## config.mk

```make
export PLATFORM = sky130hd
export DESIGN_NAME = decrypt_ctrl
export DESIGN_NICKNAME = d
export VERILOG_FILES = /design/src/rtl/decrypt_pkg.sv /design/src/rtl/decrypt_ctrl.sv
export SDC_FILE = /design/constraint.sdc
export NUM_CORES = 1
export LEC_CHECK = 0
export ABC_AREA = 0
export BUFFER_PORTS_ARGS = -buffer_cell sky130_fd_sc_hd__buf_2
export CAP_MARGIN = 25
export CORE_MARGIN = 3
export CORE_UTILIZATION = 45
export CTS_CLUSTER_DIAMETER = 60
export DETAILED_ROUTE_END_ITERATION = 6
export PLACE_DENSITY = 0.81
export RECOVER_POWER = 25
export SYNTH_ARGS = -nofsm -noshare
export SYNTH_HDL_FRONTEND = slang
export SYNTH_SLANG_ARGS = --single-unit
```

## constraint.sdc

```tcl
create_clock -name clk -period 2.21 [get_ports clk]
set_input_delay 0.442 -clock clk [delete_from_list [all_inputs] [get_ports clk]]
set_output_delay 0.442 -clock clk [all_outputs]
set_load 0.03 [all_outputs]
```

## src/rtl/decrypt_pkg.sv

```systemverilog
// decrypt_pkg
//   Shared types and default widths for the LWE decrypt sequencer.
//   state_t        : controller state encoding (all four codes used)
//   DEF_*          : default parameter values for decrypt_ctrl
package decrypt_pkg;

    typedef enum logic [1:0] {
        ST_IDLE   = 2'd0,
        ST_STREAM = 2'd1,
        ST_WAIT   = 2'd2,
        ST_DONE   = 2'd3
    } state_t;

    localparam int DEF_DIMENSION        = 1;
    localparam int DEF_CIPHERTEXT_WIDTH = 21;
    localparam int DEF_PLAINTEXT_WIDTH  = 6;
    localparam int DEF_ADDR_WIDTH       = 8;
    localparam int DEF_DECRYPT_LATENCY  = 1;

endpackage

```

## src/rtl/decrypt_ctrl.sv

```systemverilog
// decrypt_ctrl
//   Sequencer for the LWE decrypt datapath. Takes a ciphertext base address,
//   streams DIMENSION+1 SK/CT entry pairs from two 1-cycle-latency ROMs into
//   the decrypt block (row 0..DIMENSION), waits out the datapath latency and
//   then holds the captured plaintext until the consumer takes it.
//
//   Handshakes (both sides): a transfer happens on a rising clk edge where
//   valid and ready are both high. The controller never depends on the
//   partner's valid/ready to raise its own; req_ready is high only in IDLE,
//   res_valid only in DONE, and res_data is stable while res_valid is high.
//
//   Ports
//     clk, rst_n        clock, asynchronous active-low reset
//     req_valid/ready   request handshake, req_ct_base = CT base address
//     mem_rd_en         read strobe shared by SK and CT memories
//     sk_addr, ct_addr  entry index / base+index (wraps mod 2^ADDR_WIDTH)
//     sk_rdata,ct_rdata memory data, one cycle after mem_rd_en
//     dec_skentry/ctentry/row  feed to decrypt (row aligned with rdata)
//     dec_result        plaintext from decrypt
//     res_valid/ready   result handshake, res_data = captured plaintext
//     done_count        completed decrypts, wraps at 2^16
//     dbg_state         current controller state
module decrypt_ctrl
    import decrypt_pkg::*;
#(
    parameter int DIMENSION        = DEF_DIMENSION,
    parameter int CIPHERTEXT_WIDTH = DEF_CIPHERTEXT_WIDTH,
    parameter int PLAINTEXT_WIDTH  = DEF_PLAINTEXT_WIDTH,
    parameter int ADDR_WIDTH       = DEF_ADDR_WIDTH,
    parameter int DECRYPT_LATENCY  = DEF_DECRYPT_LATENCY
) (
    input  logic                        clk,
    input  logic                        rst_n,
    input  logic                        req_valid,
    output logic                        req_ready,
    input  logic [ADDR_WIDTH-1:0]       req_ct_base,
    output logic                        mem_rd_en,
    output logic [ADDR_WIDTH-1:0]       sk_addr,
    output logic [ADDR_WIDTH-1:0]       ct_addr,
    input  logic [CIPHERTEXT_WIDTH-1:0] sk_rdata,
    input  logic [CIPHERTEXT_WIDTH-1:0] ct_rdata,
    output logic [CIPHERTEXT_WIDTH-1:0] dec_skentry,
    output logic [CIPHERTEXT_WIDTH-1:0] dec_ctentry,
    output logic [DIMENSION:0]          dec_row,
    input  logic [PLAINTEXT_WIDTH-1:0]  dec_result,
    output logic                        res_valid,
    input  logic                        res_ready,
    output logic [PLAINTEXT_WIDTH-1:0]  res_data,
    output logic [15:0]                 done_count,
    output state_t                      dbg_state
);

    localparam int ROW_W = DIMENSION + 1;
    localparam int CNT_W = (DECRYPT_LATENCY < 2) ? 1 : $clog2(DECRYPT_LATENCY + 1);
    localparam logic [ADDR_WIDTH-1:0] LAST_IDX  = ADDR_WIDTH'(DIMENSION);
    localparam logic [CNT_W-1:0]      WAIT_LOAD = CNT_W'(DECRYPT_LATENCY);

    state_t                       r_state;
    state_t                       w_next_state;
    logic [ADDR_WIDTH-1:0]        r_idx;
    logic [ADDR_WIDTH-1:0]        r_base;
    logic [CNT_W-1:0]             r_wait_cnt;
    logic [DIMENSION:0]           r_dec_row;
    logic [PLAINTEXT_WIDTH-1:0]   r_res_data;
    logic [15:0]                  r_done_count;
    logic                         w_last_read;
    logic                         w_wait_done;

    assign w_last_read = (r_idx == LAST_IDX);
    assign w_wait_done = (r_wait_cnt == '0);

    // State register
    always_ff @(posedge clk or negedge rst_n) begin
        if (!rst_n) begin
            r_state <= ST_IDLE;
        end else begin
            r_state <= w_next_state;
        end
    end

    // Next state and state-decoded outputs
    always_comb begin
        w_next_state = r_state;
        req_ready    = 1'b0;
        mem_rd_en    = 1'b0;
        res_valid    = 1'b0;
        case (r_state)
            ST_IDLE: begin
                req_ready = 1'b1;
                if (req_valid) w_next_state = ST_STREAM;
            end
            ST_STREAM: begin
                mem_rd_en = 1'b1;
                if (w_last_read) w_next_state = ST_WAIT;
            end
            ST_WAIT: begin
                if (w_wait_done) w_next_state = ST_DONE;
            end
            ST_DONE: begin
                res_valid = 1'b1;
                if (res_ready) w_next_state = ST_IDLE;
            end
            default: w_next_state = ST_IDLE;
        endcase
    end

    // Datapath registers
    always_ff @(posedge clk or negedge rst_n) begin
        if (!rst_n) begin
            r_idx        <= '0;
            r_base       <= '0;
            r_wait_cnt   <= '0;
            r_dec_row    <= '0;
            r_res_data   <= '0;
            r_done_count <= '0;
        end else begin
            case (r_state)
                ST_IDLE: begin
                    if (req_valid) begin
                        r_base <= req_ct_base;
                        r_idx  <= '0;
                    end
                end
                ST_STREAM: begin
                    // The row tag follows the read by one cycle so it lines up
                    // with rdata; it then holds until the next stream.
                    r_dec_row <= ROW_W'(r_idx);
                    if (w_last_read) begin
                        r_wait_cnt <= WAIT_LOAD;
                    end else begin
                        r_idx <= r_idx + ADDR_WIDTH'(1);
                    end
                end
                ST_WAIT: begin
                    // WAIT spans DECRYPT_LATENCY+1 cycles: one for the last
                    // rdata to arrive, then the datapath latency.
                    if (w_wait_done) begin
                        r_res_data   <= dec_result;
                        r_done_count <= r_done_count + 16'd1;
                    end else begin
                        r_wait_cnt <= r_wait_cnt - CNT_W'(1);
                    end
                end
                default: ;
            endcase
        end
    end

    assign sk_addr     = r_idx;
    assign ct_addr     = r_base + r_idx;
    assign dec_skentry = sk_rdata;
    assign dec_ctentry = ct_rdata;
    assign dec_row     = r_dec_row;
    assign res_data    = r_res_data;
    assign done_count  = r_done_count;
    assign dbg_state   = r_state;

endmodule
```

---- Yosys cells after proc, flatten, opt, wreduce, memory -nomap -nowiden ----
Cells that the tools add are included.
word-level totals
  logic and storage cells ................. 43
  register bits after elaboration ......... 43
  input port bits ......................... 60
  output and inout bits ................... 87
cells by class
  $add $sub $neg .......................... 4
  bitwise logic cells ..................... 1
  reduce and logical (&&, ||, !) cells .... 8
  muxes and demuxes ....................... 14
  equal/unequal tests ..................... 9
operator list
  cell                                                              number
  16-bit by 1-bit adder with 16-bit output (second input constant)  1
  8-bit two-way mux                                                 2
  8-bit case mux with 2 select lines                                1
  2-bit inequality test (second input constant)                     5
  8-bit by 1-bit adder with 8-bit output (second input constant)    1
  8-bit adder                                                       1
  8-bit by 1-bit == test with 1-bit output (second input constant)  1
  2-bit two-way mux                                                 4
  2-bit case mux with 4 select lines                                1
  2-bit AND reduction                                               3
  1-bit two-way mux                                                 5
  2-bit == test (second input constant)                             2
  4-bit AND reduction                                               1
  2-bit nonzero test                                                2
  3-bit AND reduction                                               1
  2-bit by 1-bit == test with 1-bit output (second input constant)  1
  2-bit logical NOT                                                 1
  1-bit case mux with 2 select lines                                1
  1-bit NOT                                                         1
  1-bit subtractor (second input constant)                          1

---- Logic depth before layout (Yosys ltp) ----
  depth in word-level cells ............... 3
  gate-level depth with buffers ........... 8
  gate-level depth less buffers ........... 7

---- Worst setup path after synthesis ----
No wires, ideal clock.
  path kind ............................... register to output
  start ................................... register r_idx[0], in the netlist sk_addr[0]
  end ..................................... output port ct_addr[6]
  buffers on the path ..................... 0
  data required time ...................... 1.768 ns
  cell stages (with the launch flop) ...... 8
  arrival ................................. 2.660 ns
  setup slack ............................. -0.892 ns
  path through ............................ dfrtp_1 -> ha_1 -> inv_1 -> fa_1 -> nor2b_1 -> o21a_1 -> o21a_1 -> o311ai_0
between the ends
  word-level cells in the longest chain between the ends .. 1
ends and longest elaborated chain
  element                 RTL line             text
  start, declared         decrypt_ctrl.sv:60   logic [ADDR_WIDTH-1:0] r_idx;
  start signal, assigned  decrypt_ctrl.sv:131  r_idx <= r_idx + ADDR_WIDTH'(1);
  8-bit adder             decrypt_ctrl.sv:150  assign ct_addr = r_base + r_idx;
  end, declared           decrypt_ctrl.sv:39   output logic [ADDR_WIDTH-1:0] ct_addr,
No other way between the ends.

---- Worst setup path after layout ----
  start ................................... register r_base[0]
  end ..................................... output port ct_addr[6]
between the ends
  word-level cells in the longest chain between the ends .. 1
ends and longest elaborated chain
  element                 RTL line             text
  start, declared         decrypt_ctrl.sv:61   logic [ADDR_WIDTH-1:0] r_base;
  start signal, assigned  decrypt_ctrl.sv:120  r_base <= req_ct_base;
  8-bit adder             decrypt_ctrl.sv:150
No other way between the ends.

==> run_results.csv <==
group,metric,value,unit
sta,setup_violations,3,
power,p_total,4.18,mW
synth,yosys-top-cells-area,"dfrtp_1 41%, buf_4 12%, mux2_2 7.8%",
sta,hold_violations,0,
sta,finalWorstSetupSlack,-0.247,ns
grt,grt_start_max_net_pins,33,
sta,period_minus_slack,2.46,ns
routing,detail_route.wl_per_cell,14.8,um
synth,postSynthCellCount,245,
finish,antennaDiodeCount,0,
grt,grt_pass1_wl,8730,um
finish,final_core_util,0.551,
power,pwr-share-clk,0.149,
synth,ys_seq_area_frac,0.413,
placed_design,place_inst,346,
placed_design,numPortBuffers,62,
clock_tree,cts_root_buffer,"clkbuf_8",
outcome,violations,"capacitance limit, slew limit, setup timing",
placed_design,gp_congestion,0.811,
floorplanning,coreArea,5540,um^2
sta,fmax,407,MHz
grt,grt_pass1_vias,1890,
synth,async_reset_ff_frac,1.00,
sta,tns,-0.574,ns
finish,layout.nets,358,
sta,skew,0.00535,ns
routing,vias,1888,
clock_tree,hold_buffers,0,
floorplanning,die-area,6740,um^2
worst_setup_path,endpoint_kind,"output port",
routing,routed_via_density,5.30,
synth,synth_area_leader_cell,"dfrtp_1",
power,ir_drop,0.000836,V
worst_setup_path,start_kind,"register",
synth,synth_area,2610,um^2
floorplanning,start_util,0.470,
finish,area_delta_synth_final,17.0,%
sta,drv_slew,33,
grt,grtUsageTotal,0.167,
sta,slew_headroom,-0.101,
routing,first_pass_iters,4,
power,p_leak,1.48,nW
synth,synth_top_cell_area_share,0.413,
clock_tree,insertion_delay,0.29,ns
power,powerDensity,1370,nW/um^2
routing,drc_errors,0,
power,power_frac_seq,0.298,
power,switching_share,0.432,
flow_run,drv_cap,1,
outcome,outcome,"finished, violations left",
clock_tree,cts-htree-levels,2,
worst_setup_path,path_class,"register to output port",
routing,wl,5260,um
floorplanning,rows,27,
routing,drt_iter0_drc,90,
clock_tree,cts_inserted_buffers,5,
floorplanning,die_x,82.1,um
sta,post-route-period-util,1.11,
finish,final_cell_count_no_fill,356,
floorplanning,pin_count,147,
synth,synthFlopType,"dfrtp_1",
clock_tree,clock_path_buffers,2,
synth,synthDistinctLibCells,44,
synth,synth.most_common_cell,"dfrtp_1",
power,combinationalPowerShare,0.553,
placed_design,post-dp-hpwl,3880,um
grt,antenna_found_initial,0,
power,power_switching,1.81,mW
finish,drive_above_1_share,0.454,
power,p_int,2.37,mW
grt,overflow,0,
synth,synth.avg_cell_area,10.6,um^2
worst_setup_path,crit_fanout,3,
clock_tree,clk_pin_slew,0.08,ns
clock_tree,clock_sink_count,43,
clock_tree,cts_tree,"yes",
sta,fin_hold_ws,0.375,ns
synth,synth-edff-count,0,
worst_setup_path,required,1.77,ns
worst_setup_path,worst_ep_arrival_time,2.02,ns
worst_setup_path,reg2reg_depth,6,
sta,grt_setup_unrepaired,"true",
floorplanning,die_h,82.1,um
synth,synth_common_cells,"43 x dfrtp_1, 42 x buf_4, 18 x mux2_2",
min_path,hold_depth,2,
min_path,hp-class,"input pin to register",
routing,drt.antenna.violating_nets,0,
synth,yosysWarnings,0,
synth,syn_nets,320,
synth,ys_ff_latch,43,
sta,worst_pin_slew,1.65,ns
[placed cells by master, fill, tap and decap left out, types with 2 or more instances in the layout]
master and instances:
buf_2 55, dfrtp_1 39, mux2_2 18, buf_4 14
nand2_1 12, inv_1 10, nand3_1 10, xnor2_1 10
nor2_1 9, o21ai_0 9, ha_1 8, xor2_1 7
clkbuf_8 6, o31ai_1 5, ha_4 5, buf_6 5
and3_1 4, nand4_1 4, dfrtp_2 4, xnor2_2 3
nor3_1 3, nand2b_1 3, mux2i_1 3, clkbuf_1 3
inv_2 2, a21oi_2 2, o21a_1 2, nor2_2 2
nor3_2 2, a31oi_1 2
[critical path, stage by stage, from the launching register on]
cell and delay [ns]:
dfrtp_1 0.40, ha_4 0.16, inv_2 0.04, fa_2 0.34, nor2b_2 0.13, o21a_1 0.18, o2111ai_1 0.18, o311ai_4 0.13
buf_6 0.16
[stage by stage]
| stage | setup slack [ns] | area, um^2 |
|---|---|---|
| 5_1_grt | -0.357 | 3050 |
| 2_1_floorplan | -0.0316 | 2650 |
| 3_5_place_dp | -0.0167 | 2810 |
| 4_1_cts | -0.287 | 3030 |
| 6_report | -0.247 | 3050 |
| 3_3_place_gp | -0.0962 | 2810 |
[per-layer routing]
layer / wire (um) / global-route usage
met5: 0 / 0
met4: 82 / 0.0581
met3: 352 / 0.0434
met2: 2640 / 0.290
met1: 2180 / 0.201
[logic make-up after synthesis]
kind of cell / after synthesis / share of synthesized area
AO/OA/AOI/OAI: 31 / 0.0903
AND/OR/NAND/NOR: 57 / 0.117
buffers and inverters: 58 / 0.148
flip-flops: 43 / 0.413
multiplexers: 21 / 0.0893
adder cells (fa/ha/maj): 15 / 0.0749
XOR/XNOR: 20 / 0.0672
[area by class of cell]
class                      instances  area, um^2
clock buffer                       6        82.6
clock inverter                     2        35.0
fill                             515        2490
inverter                          12        45.0
multi-input combinational        144        1270
sequential                        43        1080
tap                               72        90.1
timing repair buffer              77         448
[final timing paths]
check                                                 from                    endpoint  slack (ns)
worst max-delay path                 r_base[0]$_DFFE_PN0P_                  ct_addr[6]       -0.25
worst min-delay path                        req_ct_base[5]       r_base[5]$_DFFE_PN0P_        0.38
worst max register to register    dbg_state[0]$_DFFE_PN0P_  done_count[15]$_DFFE_PN0P_        0.18
worst min register to register  done_count[15]$_DFFE_PN0P_  done_count[15]$_DFFE_PN0P_        0.48
max in group asynchronous                            rst_n      sk_addr[3]$_DFFE_PN0P_        0.57
min in group asynchronous                            rst_n   done_count[7]$_DFFE_PN0P_        0.56
[state kept, by name, indices dropped and copies added (netlist names)]
| name | cells |
|---|---|
| dbg_state | 2 |
| dec_row | 2 |
| done_count | 16 |
| r_base | 8 |
| r_wait_cnt | 1 |
| res_data | 6 |
| sk_addr | 8 |
[power by group through the flow]
| stage | combinational, mW | sequential, mW | clock, mW |
|---|---|---|---|
| detailed placement | 2.09 | 1.23 | 0 |
| finish | 2.31 | 1.25 | 0.624 |
| global placement | 2.06 | 1.21 | 0 |
| floorplan | 1.41 | 1.51 | 0 |
| global route | 2.50 | 1.28 | 0.691 |
| CTS | 2.24 | 1.25 | 0.645 |
[repair_timing]
action                                  in CTS  in global routing
endpoints found under the setup margin       5                  6
pin swaps                                    7                  9
setup buffers                                1                  1
gates cloned                                 0                  0
gates resized for setup                     18                  8
No activity file was read; power rests on OpenSTA's default activity.
